[config.mk]
export PLATFORM = sky130hd
export DESIGN_NAME = alu_op_issue
export DESIGN_NICKNAME = d
export VERILOG_FILES = /design/src/rtl/alu_op_issue.sv
export SDC_FILE = /design/constraint.sdc
export NUM_CORES = 1
export LEC_CHECK = 0
export CAP_MARGIN = 30
export CORE_MARGIN = 2
export CORE_UTILIZATION = 40
export CTS_CLUSTER_DIAMETER = 60
export DETAILED_ROUTE_END_ITERATION = 10
export PLACE_DENSITY = 0.74
export RECOVER_POWER = 25
export SYNTH_ARGS = -nofsm -noshare
export SYNTH_HDL_FRONTEND = slang
export SYNTH_SLANG_ARGS = --single-unit
[constraint.sdc]
create_clock -name clk -period 6 [get_ports clk]
set_input_delay 0.9 -clock clk [delete_from_list [all_inputs] [get_ports clk]]
set_output_delay 0.9 -clock clk [all_outputs]
set_load 0.01 [all_outputs]
[src/rtl/alu_op_issue.sv]
// ID/EX issue stage: opcode encode, operand select, result forwarding, 2-entry output/skid buffer.
// Optional ALU_OP_ISSUE_PERF_EN adds perf_issued / perf_stall event counters.
module alu_op_issue #(
   parameter int WIDTH = 32,
   parameter int IMM_W = 16,
   parameter int RA_W  = 5
) (
   input  logic             clk,
   input  logic             reset,
   input  logic             in_valid,
   output logic             in_ready,
   input  logic [2:0]       in_func,
   input  logic [WIDTH-1:0] in_rs_data,
   input  logic [WIDTH-1:0] in_rt_data,
   input  logic [IMM_W-1:0] in_imm,
   input  logic             in_use_imm,
   input  logic             in_rs_fwd,
   input  logic             in_rt_fwd,
   input  logic [RA_W-1:0]  in_dest,
   output logic [WIDTH-1:0] data1,
   output logic [WIDTH-1:0] data2,
   output logic [3:0]       aluoperation,
   output logic             ex_valid,
   input  logic             ex_ready,
   output logic [RA_W-1:0]  ex_dest,
   input  logic [WIDTH-1:0] alu_result
`ifdef ALU_OP_ISSUE_PERF_EN
   ,
   output logic [31:0]      perf_issued,
   output logic [31:0]      perf_stall
`endif
);

   logic             skid_valid;
   logic [2:0]       skid_func;
   logic [WIDTH-1:0] skid_rs;
   logic [WIDTH-1:0] skid_rt;
   logic [IMM_W-1:0] skid_imm;
   logic             skid_use_imm;
   logic             skid_rs_fwd;
   logic             skid_rt_fwd;
   logic [RA_W-1:0]  skid_dest;
   logic [WIDTH-1:0] last_result;

   logic             accept;
   logic             fire;
   logic             from_skid;
   logic             load_in;
   logic             to_skid;
   logic [WIDTH-1:0] fwd_val;

   logic [2:0]       sel_func;
   logic [WIDTH-1:0] sel_rs;
   logic [WIDTH-1:0] sel_rt;
   logic [IMM_W-1:0] sel_imm;
   logic             sel_use_imm;
   logic             sel_rs_fwd;
   logic             sel_rt_fwd;
   logic [RA_W-1:0]  sel_dest;
   logic [WIDTH-1:0] nxt_d1;
   logic [WIDTH-1:0] nxt_d2;
   logic [3:0]       nxt_op;

   assign accept    = in_valid & in_ready;
   assign fire      = ex_valid & ex_ready;
   assign from_skid = skid_valid & fire;
   // in_ready implies an empty skid, so load_in and from_skid never coincide
   assign load_in   = accept & (~ex_valid | fire);
   assign to_skid   = accept & ex_valid & ~fire;
   // the producer of a dependent op is the one leaving EX now, or the last one that left
   assign fwd_val   = fire ? alu_result : last_result;

   always_comb begin
      sel_func    = in_func;
      sel_rs      = in_rs_data;
      sel_rt      = in_rt_data;
      sel_imm     = in_imm;
      sel_use_imm = in_use_imm;
      sel_rs_fwd  = in_rs_fwd;
      sel_rt_fwd  = in_rt_fwd;
      sel_dest    = in_dest;
      if (from_skid) begin
         sel_func    = skid_func;
         sel_rs      = skid_rs;
         sel_rt      = skid_rt;
         sel_imm     = skid_imm;
         sel_use_imm = skid_use_imm;
         sel_rs_fwd  = skid_rs_fwd;
         sel_rt_fwd  = skid_rt_fwd;
         sel_dest    = skid_dest;
      end
   end

   always_comb begin
      nxt_d1 = sel_rs_fwd ? fwd_val : sel_rs;
      if (sel_use_imm)
         nxt_d2 = {{(WIDTH-IMM_W){sel_imm[IMM_W-1]}}, sel_imm};
      else if (sel_rt_fwd)
         nxt_d2 = fwd_val;
      else
         nxt_d2 = sel_rt;
      case (sel_func)
         3'd1:    nxt_op = 4'b0001;
         3'd2:    nxt_op = 4'b0010;
         3'd3:    nxt_op = 4'b0011;
         3'd4:    nxt_op = 4'b0100;
         default: nxt_op = 4'b0000;
      endcase
   end

   always_ff @(posedge clk or posedge reset) begin
      if (reset) begin
         ex_valid     <= 1'b0;
         data1        <= '0;
         data2        <= '0;
         aluoperation <= 4'b0000;
         ex_dest      <= '0;
         last_result  <= '0;
         in_ready     <= 1'b1;
         skid_valid   <= 1'b0;
         skid_func    <= '0;
         skid_rs      <= '0;
         skid_rt      <= '0;
         skid_imm     <= '0;
         skid_use_imm <= 1'b0;
         skid_rs_fwd  <= 1'b0;
         skid_rt_fwd  <= 1'b0;
         skid_dest    <= '0;
      end else begin
         if (fire)
            last_result <= alu_result;

         if (from_skid || load_in) begin
            ex_valid     <= 1'b1;
            data1        <= nxt_d1;
            data2        <= nxt_d2;
            aluoperation <= nxt_op;
            ex_dest      <= sel_dest;
         end else if (fire) begin
            ex_valid <= 1'b0;
         end

         if (to_skid) begin
            skid_valid   <= 1'b1;
            in_ready     <= 1'b0;
            skid_func    <= in_func;
            skid_rs      <= in_rs_data;
            skid_rt      <= in_rt_data;
            skid_imm     <= in_imm;
            skid_use_imm <= in_use_imm;
            skid_rs_fwd  <= in_rs_fwd;
            skid_rt_fwd  <= in_rt_fwd;
            skid_dest    <= in_dest;
         end else if (from_skid) begin
            skid_valid <= 1'b0;
            in_ready   <= 1'b1;
         end
      end
   end

`ifdef ALU_OP_ISSUE_PERF_EN
   always_ff @(posedge clk or posedge reset) begin
      if (reset) begin
         perf_issued <= '0;
         perf_stall  <= '0;
      end else begin
         if (fire)
            perf_issued <= perf_issued + 32'd1;
         if (ex_valid && !ex_ready)
            perf_stall <= perf_stall + 32'd1;
      end
   end
`endif

endmodule

==> flow_summary.toml, run 1 <==
[layout]
total_area_of_multi_input_combinational_cells_um2 = 3920
post_route_cells_drive_above_1_share = 0.140
fill_cells = 1948
layout.cells.non_filler = 1283
final_nets = 1111
flow.area_growth_from_synthesis_pct = 30.2
design_area_um2 = 12000
ff_latch_area_um2 = 4960

[placed_design]
dp_worst_setup_slack_ns = 2.39
place.detailed.instances = 1249
final_hpwl_dp_um = 17500
detailed_place.area_um2 = 11500
finalWeightedCongestion = 0.812
place.port_buffers = 200

[worst_setup_path]
crit_family = "buffers and inverters"
crit_path_cell_trace = "dlygate4sd3_1 > nand2_1 > clkbuf_1 > mux2i_1 > o221ai_1 > o211a_1"
worst_path_largest_cell_delay_ns = 1.61
crit_buf_inv = 2
critPathRequiredTime_ns = 6.38
critical_path.slowest_cell = "sky130_fd_sc_hd__clkbuf_1"
cp-end-kind = "flip-flop"
crit_path_max_fanout = 31
worstPathArrival_ns = 4.37
critical_path_class = "primary input to flip-flop"
timing.critical_path.from_type = "primary input"

[synthesis]
synth.distinct_cells = 34
synth_top_cell_area_share = 0.534
synthesis.yosys.warnings = 0
synth_seq_cells = 198
synth.cell_area_um2 = 9230
postSynthAreaPerCell_um2 = 11.3
asyncSetResetFlopFracSynth = 1.00
synth.top_cells.by_count = "sky130_fd_sc_hd__dfrtp_1, sky130_fd_sc_hd__mux2_2, sky130_fd_sc_hd__nor3_1"
most_area_consuming_cells_after_synthesis = "sky130_fd_sc_hd__dfrtp_1, sky130_fd_sc_hd__mux2_2, sky130_fd_sc_hd__mux2i_1"
yosysSeqAreaShare = 0.537
synthesis.instances = 820
synth-main-ff-cell = "sky130_fd_sc_hd__dfrtp_1"
yosysMostFrequentCell = "sky130_fd_sc_hd__dfrtp_1"
yosysTopAreaCell = "sky130_fd_sc_hd__dfrtp_1"
synth_edf_count = 0
synth.net_count = 947

[power_and_ir_drop]
vdd.ir_drop.worst_mv = 0.191
p_per_area_nw_per_um2 = 219
power.static_leakage_nw = 6.07

[clock_tree]
cts_tree = "yes"
postCtsHoldBufs = 0
clock-sinks = 198
htreeDepth = 4
cts-buffers-inserted = 17
cts.repair_timing.setup_buffer_count = 0
buffer_levels_on_the_longest_clock_path = 2
clock-root-buffer = "sky130_fd_sc_hd__clkbuf_16"
cts-resized-gates = 0
clk_pin_slew_worst_paths_ns = 0.08
clkLatencyLatePin_ns = 0.44

[timing]
clock-skew-final_ns = 0.00833
max-slew-margin-rel = -0.482
max_freq_ghz = 0.251
worst_slack_ns = 2.01
worstMarginPinSlew_ns = 2.22
setup_repair_after_global_routing_missed_its_margin = "false"
timing.final.crit_period_ns = 3.99
finalSetupViolCount = 0
hold_viol_final = 0
maxSlewViolCount = 113
finalSetupTns_ns = 0
min_period_over_period = 0.665

[global_routing]
maximum_number_of_pins_on_one_net_before_global_route_repair = 164
first_pass_grt_wire_length_um = 41200
grt.total_usage = 0.219
first_global_vias = 7459
grt_antenna_before_repair = 3
global_route_total_overflow = 0

[drt]
drt_iter0_drcs = 463
routedWlPerCell_um = 20.3
drt-pass1-iter-count = 5
drcViolationCount = 0
route.detailed.vias_per_inst = 5.61
detail-route-antenna-nets = 0
dr_total_vias = 7196
wl_um = 26000

[floorplan]
std_cell_rows = 55
die-height_um = 156
die_footprint_um2 = 24300
core_area_um2 = 22600
floorplan.die.width_um = 156
ioPinCount = 202
initial_utilization = 0.408

[status]
run_status = "finished with violations"
violations = "capacitance limit, slew limit"

[job]
max_cap_violations = 3

[hold_path]
holdCritPathClass = "flip-flop to flip-flop"
-- cell usage in the layout (no fill, tap or decap), drive strengths merged, types with 17 or more instances in the layout --
cell type,n
o221ai,30
nand3,18
o21ai,17
nand2,46
mux2,109
dfrtp,197
o211ai,17
dlygate4sd3,51
nor3,64
o22ai,17
a21oi,18
mux2i,50
clkbuf,19
clkdlybuf4s50,148
nor2,51
nor2b,30
inv,29
nor3b,32
-- report_power, final --
part | internal, mW | leakage [nW] | total, mW | switching, mW
clock | 0.552 | 0.268 | 1.12 | 0.567
sequential | 1.33 | 2.76 | 1.33 | 0
combinational | 0.0957 | 3.04 | 0.178 | 0.0821
total | 1.98 | 6.07 | 2.63 | 0.649
-- cell type report --
class,instances,area share
Antenna cell,1,0.000208
Clock buffer,17,0.0354
Clock inverter,15,0.0114
Inverter,21,0.00666
Multi-Input combinational cell,532,0.326
Sequential cell,198,0.412
Tap cell,285,0.0297
Timing Repair Buffer,214,0.179
-- state kept, by name, indices dropped and copies added, names as in the netlist --
name          flops
skid_use_imm      1
skid_rs          32
ex_valid          1
ex_dest           5
skid_dest         5
in_ready          1
last_result      32
skid_func         3
data2            32
skid_rt          32
skid_rt_fwd       1
skid_imm         16
skid_valid        1
skid_rs_fwd       1
data1            32
aluoperation      3
-- per-stage QoR --
| step | utilization | hold slack [ns] | power [mW] |
|---|---|---|---|
| global placement | 0.504 | 0.471 | 1.54 |
| finish | 0.531 | 0.478 | 2.63 |
| detailed placement | 0.506 | 0.465 | 1.54 |
| floorplan | - | 0.464 | 1.42 |
| CTS | 0.531 | 0.482 | 2.64 |
| global route | 0.531 | 0.510 | 2.71 |
-- final timing paths --
path	cells past startpoint	end	slack (ns)	start
max in group asynchronous	3	skid_rs[30]	3.22	reset
hold reg to reg	2	aluoperation[1]	0.48	aluoperation[1]
hold / removal	2	aluoperation[1]	0.48	aluoperation[1]
setup / recovery	6	data2[4]	2.01	ex_ready
min in group asynchronous	2	last_result[18]	1.28	reset
setup reg to reg	5	data2[4]	2.62	ex_valid
-- worst reg2reg max path: cells and delay by family (launching register included) --
kind / cells / cell delay [ns]
flip-flops: 1 / 0.48
AO/OA/AOI/OAI: 2 / 0.54
AND/OR/NAND/NOR: 1 / 0.17
multiplexers: 1 / 0.53
buffers and inverters: 1 / 1.61
-- kinds of logic after synthesis --
logic type,count (synthesis),synth area share
and+or+nand+nor,247,0.134
DFF,198,0.537
muxes,159,0.187
AOI/OAI and AO/OA,125,0.0992
buffers and inverters,90,0.0421
other,1,0.000406
-- metal layers --
layer  wire [um]  part of all wire  global-route usage
met2       12400              0.48               0.359
met4         728             0.028              0.0765
met3        2040             0.078              0.0542
met5          33            0.0013                   0
met1       10800              0.42               0.286
(Power assumes the default switching activity.)
==> run 2: changes to the inputs <==
--- a/config.mk
+++ b/config.mk
@@ -10,7 +10,7 @@
 export CORE_UTILIZATION = 40
 export CTS_CLUSTER_DIAMETER = 60
 export DETAILED_ROUTE_END_ITERATION = 10
-export PLACE_DENSITY = 0.74
+export PLACE_DENSITY = 0.72
 export RECOVER_POWER = 25
 export SYNTH_ARGS = -nofsm -noshare
 export SYNTH_HDL_FRONTEND = slang
==> constraint.sdc (replaced) <==
create_clock -name clk -period 3.9 [get_ports clk]
set_input_delay 0.585 -clock clk [delete_from_list [all_inputs] [get_ports clk]]
set_output_delay 0.585 -clock clk [all_outputs]
set_load 0.01 [all_outputs]
==> flow_summary.toml, run 2 (synthesis results as in run 1) <==
[status]
run_status = "finished with violations"
violations = "capacitance limit, slew limit"

[global_routing]
maximum_number_of_pins_on_one_net_before_global_route_repair = 58
first_global_vias = 7242
global_route_total_overflow = 0
grt.total_usage = 0.218
first_pass_grt_wire_length_um = 40500
grt_antenna_before_repair = 9

[job]
max_cap_violations = 1

[drt]
wl_um = 26100
routedWlPerCell_um = 20.2
route.detailed.vias_per_inst = 5.54
drcViolationCount = 0
detail-route-antenna-nets = 0
drt-pass1-iter-count = 5
dr_total_vias = 7165
drt_iter0_drcs = 622

[floorplan]
initial_utilization = 0.408
die-height_um = 156
die_footprint_um2 = 24300
ioPinCount = 202
floorplan.die.width_um = 156
core_area_um2 = 22600
std_cell_rows = 55

[clock_tree]
clkLatencyLatePin_ns = 0.44
cts-buffers-inserted = 17
postCtsHoldBufs = 0
cts_tree = "yes"
cts.repair_timing.setup_buffer_count = 0
htreeDepth = 4
clock-root-buffer = "sky130_fd_sc_hd__clkbuf_16"
cts-resized-gates = 0
clk_pin_slew_worst_paths_ns = 0.07
buffer_levels_on_the_longest_clock_path = 2
clock-sinks = 198

[timing]
worstMarginPinSlew_ns = 1.78
finalSetupTns_ns = 0
max-slew-margin-rel = -0.192
min_period_over_period = 0.656
setup_repair_after_global_routing_missed_its_margin = "false"
clock-skew-final_ns = 0.0109
timing.final.crit_period_ns = 2.56
finalSetupViolCount = 0
maxSlewViolCount = 37
max_freq_ghz = 0.391
hold_viol_final = 0

[worst_setup_path]
reg2reg_setup_slack_ns = 1.54
crit_path_max_fanout = 54
r2r_start = "ex_valid"
timing.critical_path.from_type = "primary input"
worstPathArrival_ns = 2.91
critPathRequiredTime_ns = 4.26
r2r.worst_path.cells = 6
cp-end-kind = "flip-flop"
critical_path_class = "primary input to flip-flop"
end_of_the_worst_register_to_register_path = "aluoperation[2]"

[hold_path]
holdCritPathClass = "flip-flop to flip-flop"
cell_depth_of_the_worst_min_delay_path = 2
min_to = "data1[2]"
hold_path_startpoint = "data1[2]"

[placed_design]
place.detailed.instances = 1256
place.port_buffers = 200
final_hpwl_dp_um = 17600
finalWeightedCongestion = 0.837

[power_and_ir_drop]
p_per_area_nw_per_um2 = 344
power.static_leakage_nw = 5.95
vdd.ir_drop.worst_mv = 0.315

[layout]
final_nets = 1117
mostFrequentLayoutCell = "sky130_fd_sc_hd__clkdlybuf4s50_1"
layout_common_cells = "sky130_fd_sc_hd__clkdlybuf4s50_1, sky130_fd_sc_hd__dfrtp_1, sky130_fd_sc_hd__mux2_2, sky130_fd_sc_hd__nor3_1, sky130_fd_sc_hd__nor2_1"
flow.area_growth_from_synthesis_pct = 31.6
post_route_cells_drive_above_1_share = 0.163
layout.cells.non_filler = 1293
-- run 2: cell count changes in the layout (fill, tap and decap cells not counted), moves of 2 or more --
cell	delta
sky130_fd_sc_hd__dlygate4sd3_1	-50
sky130_fd_sc_hd__inv_8	-5
sky130_fd_sc_hd__mux2_1	-16
sky130_fd_sc_hd__mux2_2	+16
sky130_fd_sc_hd__clkdlybuf4s50_1	+50
sky130_fd_sc_hd__buf_4	+6
sky130_fd_sc_hd__clkinvlp_4	-2
sky130_fd_sc_hd__bufinv_16	+3
sky130_fd_sc_hd__diode_2	+4
sky130_fd_sc_hd__buf_12	+2
-- run 2: critical path, stage by stage --
cell                              delay, ns
sky130_fd_sc_hd__clkdlybuf4s50_1       0.52
sky130_fd_sc_hd__nand3_4               0.13
sky130_fd_sc_hd__buf_4                 0.59
sky130_fd_sc_hd__buf_4                 0.54
sky130_fd_sc_hd__mux2i_1               0.28
sky130_fd_sc_hd__o21ai_0               0.10
sky130_fd_sc_hd__o21ai_0               0.15
-- run 2: layout make-up --
type,instances,area [um^2]
antenna,5,12.5
multi-input combinational,532,3920
inverter,21,80.1
clock buffer,20,447
sequential,198,4960
fill,1973,10500
tap,285,357
clock inverter,12,165
timing repair buffer,220,2210
-- run 2: worst max-delay path by stage --
| stage | from | endpoint | slack [ns] | depth (start not counted) |
|---|---|---|---|---|
| floorplan | reset | aluoperation[0] | 0.76 | 1 |
| global route | ex_ready | aluoperation[2] | 1.20 | 7 |
| detailed placement | ex_ready | aluoperation[2] | 0.88 | 7 |
| global placement | ex_ready | data1[8] | 0.78 | 5 |
| finish | ex_ready | aluoperation[2] | 1.34 | 7 |
| CTS | ex_ready | aluoperation[2] | 1.34 | 7 |
-- run 2: per-stage QoR --
step	cell area (um^2)	hold slack (ns)	utilization	setup WS [ns]	total power, mW
6_report	12100	0.491	0.537	1.34	4.18
5_1_grt	12100	0.504	0.536	1.20	4.33
4_1_cts	12100	0.491	0.536	1.34	4.21
3_5_place_dp	11500	0.474	0.509	0.881	2.36
3_3_place_gp	11500	0.468	0.507	0.784	2.36
2_1_floorplan	9240	0.464	-	0.755	2.19
-- run 2: where the power goes --
part	internal [mW]	switching, mW
sequential	2.05	0
clock	1.04	0.815
combinational	0.149	0.122
-- run 2: per-layer routing --
layer / vias up / routed length (um) / share of wire / global-route usage
met3: 40 / 1990 / 0.076 / 0.0636
met1: 3542 / 10900 / 0.42 / 0.282
met4: 8 / 537 / 0.021 / 0.0660
met2: 270 / 12600 / 0.48 / 0.357
li1: 3305 / - / - / -
met5: - / 54 / 0.0021 / 0
==> run 3: changes to the inputs <==
==> constraint.sdc (replaced) <==
create_clock -name clk -period 2.6 [get_ports clk]
set_input_delay 0.39 -clock clk [delete_from_list [all_inputs] [get_ports clk]]
set_output_delay 0.39 -clock clk [all_outputs]
set_load 0.01 [all_outputs]
==> flow_summary.toml, run 3 (synthesis results as in run 1) <==
[global_routing]
maximum_number_of_pins_on_one_net_before_global_route_repair = 90
global_route_total_overflow = 0
first_global_vias = 7553
grt.total_usage = 0.221
first_pass_grt_wire_length_um = 41700
grt_antenna_before_repair = 2

[floorplan]
initial_utilization = 0.408
die_footprint_um2 = 24300
die-height_um = 156
core_area_um2 = 22600
floorplan.die.width_um = 156
std_cell_rows = 55
ioPinCount = 202

[worst_setup_path]
reg2reg_setup_slack_ns = 0.70
critical_path.slowest_cell = "sky130_fd_sc_hd__clkdlybuf4s50_1"
worst_path_largest_cell_delay_ns = 0.63
worstPathArrival_ns = 1.57
crit_family = "buffers and inverters"
cp-end-kind = "primary output"
end_of_the_worst_register_to_register_path = "data2[3]"
crit_buf_inv = 1
r2r_start = "skid_rt_fwd"
critical_path_class = "flip-flop to primary output"
critPathRequiredTime_ns = 2.21
crit_path_max_fanout = 7
timing.critical_path.from_type = "flip-flop"
r2r.worst_path.cells = 5
crit_path_cell_trace = "clkdlybuf4s50_1"

[layout]
final_core_utilization = 0.540
mostFrequentLayoutCell = "sky130_fd_sc_hd__clkdlybuf4s50_1"
layout_common_cells = "sky130_fd_sc_hd__clkdlybuf4s50_1, sky130_fd_sc_hd__dfrtp_1, sky130_fd_sc_hd__mux2_2, sky130_fd_sc_hd__nor3_1, sky130_fd_sc_hd__nor2_1"
flow.area_growth_from_synthesis_pct = 32.4
final_nets = 1122
layout.cells.non_filler = 1294
post_route_cells_drive_above_1_share = 0.167
design_area_um2 = 12200
fill_cells = 1989

[placed_design]
dp_worst_setup_slack_ns = 0.253
final_hpwl_dp_um = 17500
finalWeightedCongestion = 0.825
place.detailed.instances = 1261
place.port_buffers = 200
detailed_place.area_um2 = 11700

[power_and_ir_drop]
p_per_area_nw_per_um2 = 506
combPwrFrac = 0.066
net_switching_power_mw = 1.38
switching_share = 0.223
vdd.ir_drop.worst_mv = 0.424
power.static_leakage_nw = 5.99
internal-power_mw = 4.80
power_frac_clock = 0.436
seqPwrFrac = 0.498
total_power_mw = 6.18

[drt]
routedWlPerCell_um = 20.4
detail-route-antenna-nets = 0
drt-pass1-iter-count = 5
dr_total_vias = 7192
wl_um = 26400
drcViolationCount = 0
drt_iter0_drcs = 466
route.detailed.vias_per_inst = 5.56

[timing]
max_freq_ghz = 0.510
timing.final.crit_period_ns = 1.96
clock-skew-final_ns = 0.0149
finalSetupViolCount = 0
finalSetupTns_ns = 0
setup_repair_after_global_routing_missed_its_margin = "false"
worst_slack_ns = 0.637
worstMarginPinSlew_ns = 1.24
min_period_over_period = 0.755
hold_viol_final = 0
hold_slack_ns = 0.369
max-slew-margin-rel = 0.172
maxSlewViolCount = 0

[clock_tree]
clock-root-buffer = "sky130_fd_sc_hd__clkbuf_16"
clock-sinks = 198
cts-buffers-inserted = 17
cts.repair_timing.setup_buffer_count = 0
buffer_levels_on_the_longest_clock_path = 2
cts_tree = "yes"
cts-resized-gates = 0
clk_pin_slew_worst_paths_ns = 0.07
clkLatencyLatePin_ns = 0.44
htreeDepth = 4
postCtsHoldBufs = 0

[status]
run_status = "complete, no violations"

[hold_path]
holdCritPathClass = "primary input to async pin"

[job]
max_cap_violations = 0
==> run 3: cell count changes in the layout (fill, tap and decap cells not counted) <==
| cell | change |
|---|---|
| sky130_fd_sc_hd__buf_12 | +8 |
| sky130_fd_sc_hd__diode_2 | -4 |
| sky130_fd_sc_hd__buf_4 | -3 |
| sky130_fd_sc_hd__clkbuf_8 | +2 |
| sky130_fd_sc_hd__clkinv_2 | +2 |
| sky130_fd_sc_hd__inv_6 | -2 |
| sky130_fd_sc_hd__buf_16 | -1 |
| sky130_fd_sc_hd__buf_8 | -1 |
| sky130_fd_sc_hd__bufinv_16 | -1 |
| sky130_fd_sc_hd__clkbuf_2 | +1 |
| sky130_fd_sc_hd__clkbuf_4 | +1 |
| sky130_fd_sc_hd__clkinv_4 | +1 |
| sky130_fd_sc_hd__clkinvlp_4 | -1 |
| sky130_fd_sc_hd__inv_8 | -1 |
==> run 3: power by group through the flow <==
stage          combinational, mW  sequential (mW)  clock [mW]
4_1_cts                    0.423             3.08        2.73
3_5_place_dp               0.421             3.14           0
5_1_grt                    0.451             3.08        2.88
2_1_floorplan              0.140             3.14           0
3_3_place_gp               0.418             3.14           0
6_report                   0.411             3.08        2.69
==> run 3: how the worst max path moves through the flow <==
stage                         from               to  depth (start not counted)  slack [ns]
after floorplan              reset  aluoperation[0]                          1       -0.35
after global placement    ex_ready         data2[3]                          6        0.29
after detailed placement  ex_ready         data2[3]                          6        0.25
after CTS                 ex_valid         ex_valid                          1        0.62
after global routing         reset      skid_rt[14]                          3        0.39
final                     ex_valid         ex_valid                          1        0.64
==> run 3: worst reg2reg max path, delay by kind of cell, from the launching register on <==
kind | cells | cell delay [ns]
buffers and inverters | 1 | 0.39
AO/OA/AOI/OAI | 2 | 0.35
flip-flops | 1 | 0.85
AND/OR/NAND/NOR | 2 | 0.21
==> run 3: final cells by class <==
cell class / count / area (um^2) / share of cell area
Clock inverter: 10 / 118 / 0.00962
Clock buffer: 22 / 474 / 0.0388
Timing Repair Buffer: 225 / 2320 / 0.190
Inverter: 21 / 80.1 / 0.00655
Multi-Input combinational cell: 532 / 3920 / 0.321
Antenna cell: 1 / 2.50 / 0.000205
Sequential cell: 198 / 4960 / 0.405
Tap cell: 285 / 357 / 0.0292
==> run 3: layer usage <==
layer | vias to the layer above | GRT usage | part of all wire
met3 | 34 | 0.0678 | 0.073
li1 | 3296 | - | -
met5 | - | 0 | 0.00049
met4 | 2 | 0.0568 | 0.018
met2 | 249 | 0.366 | 0.49
met1 | 3611 | 0.284 | 0.42
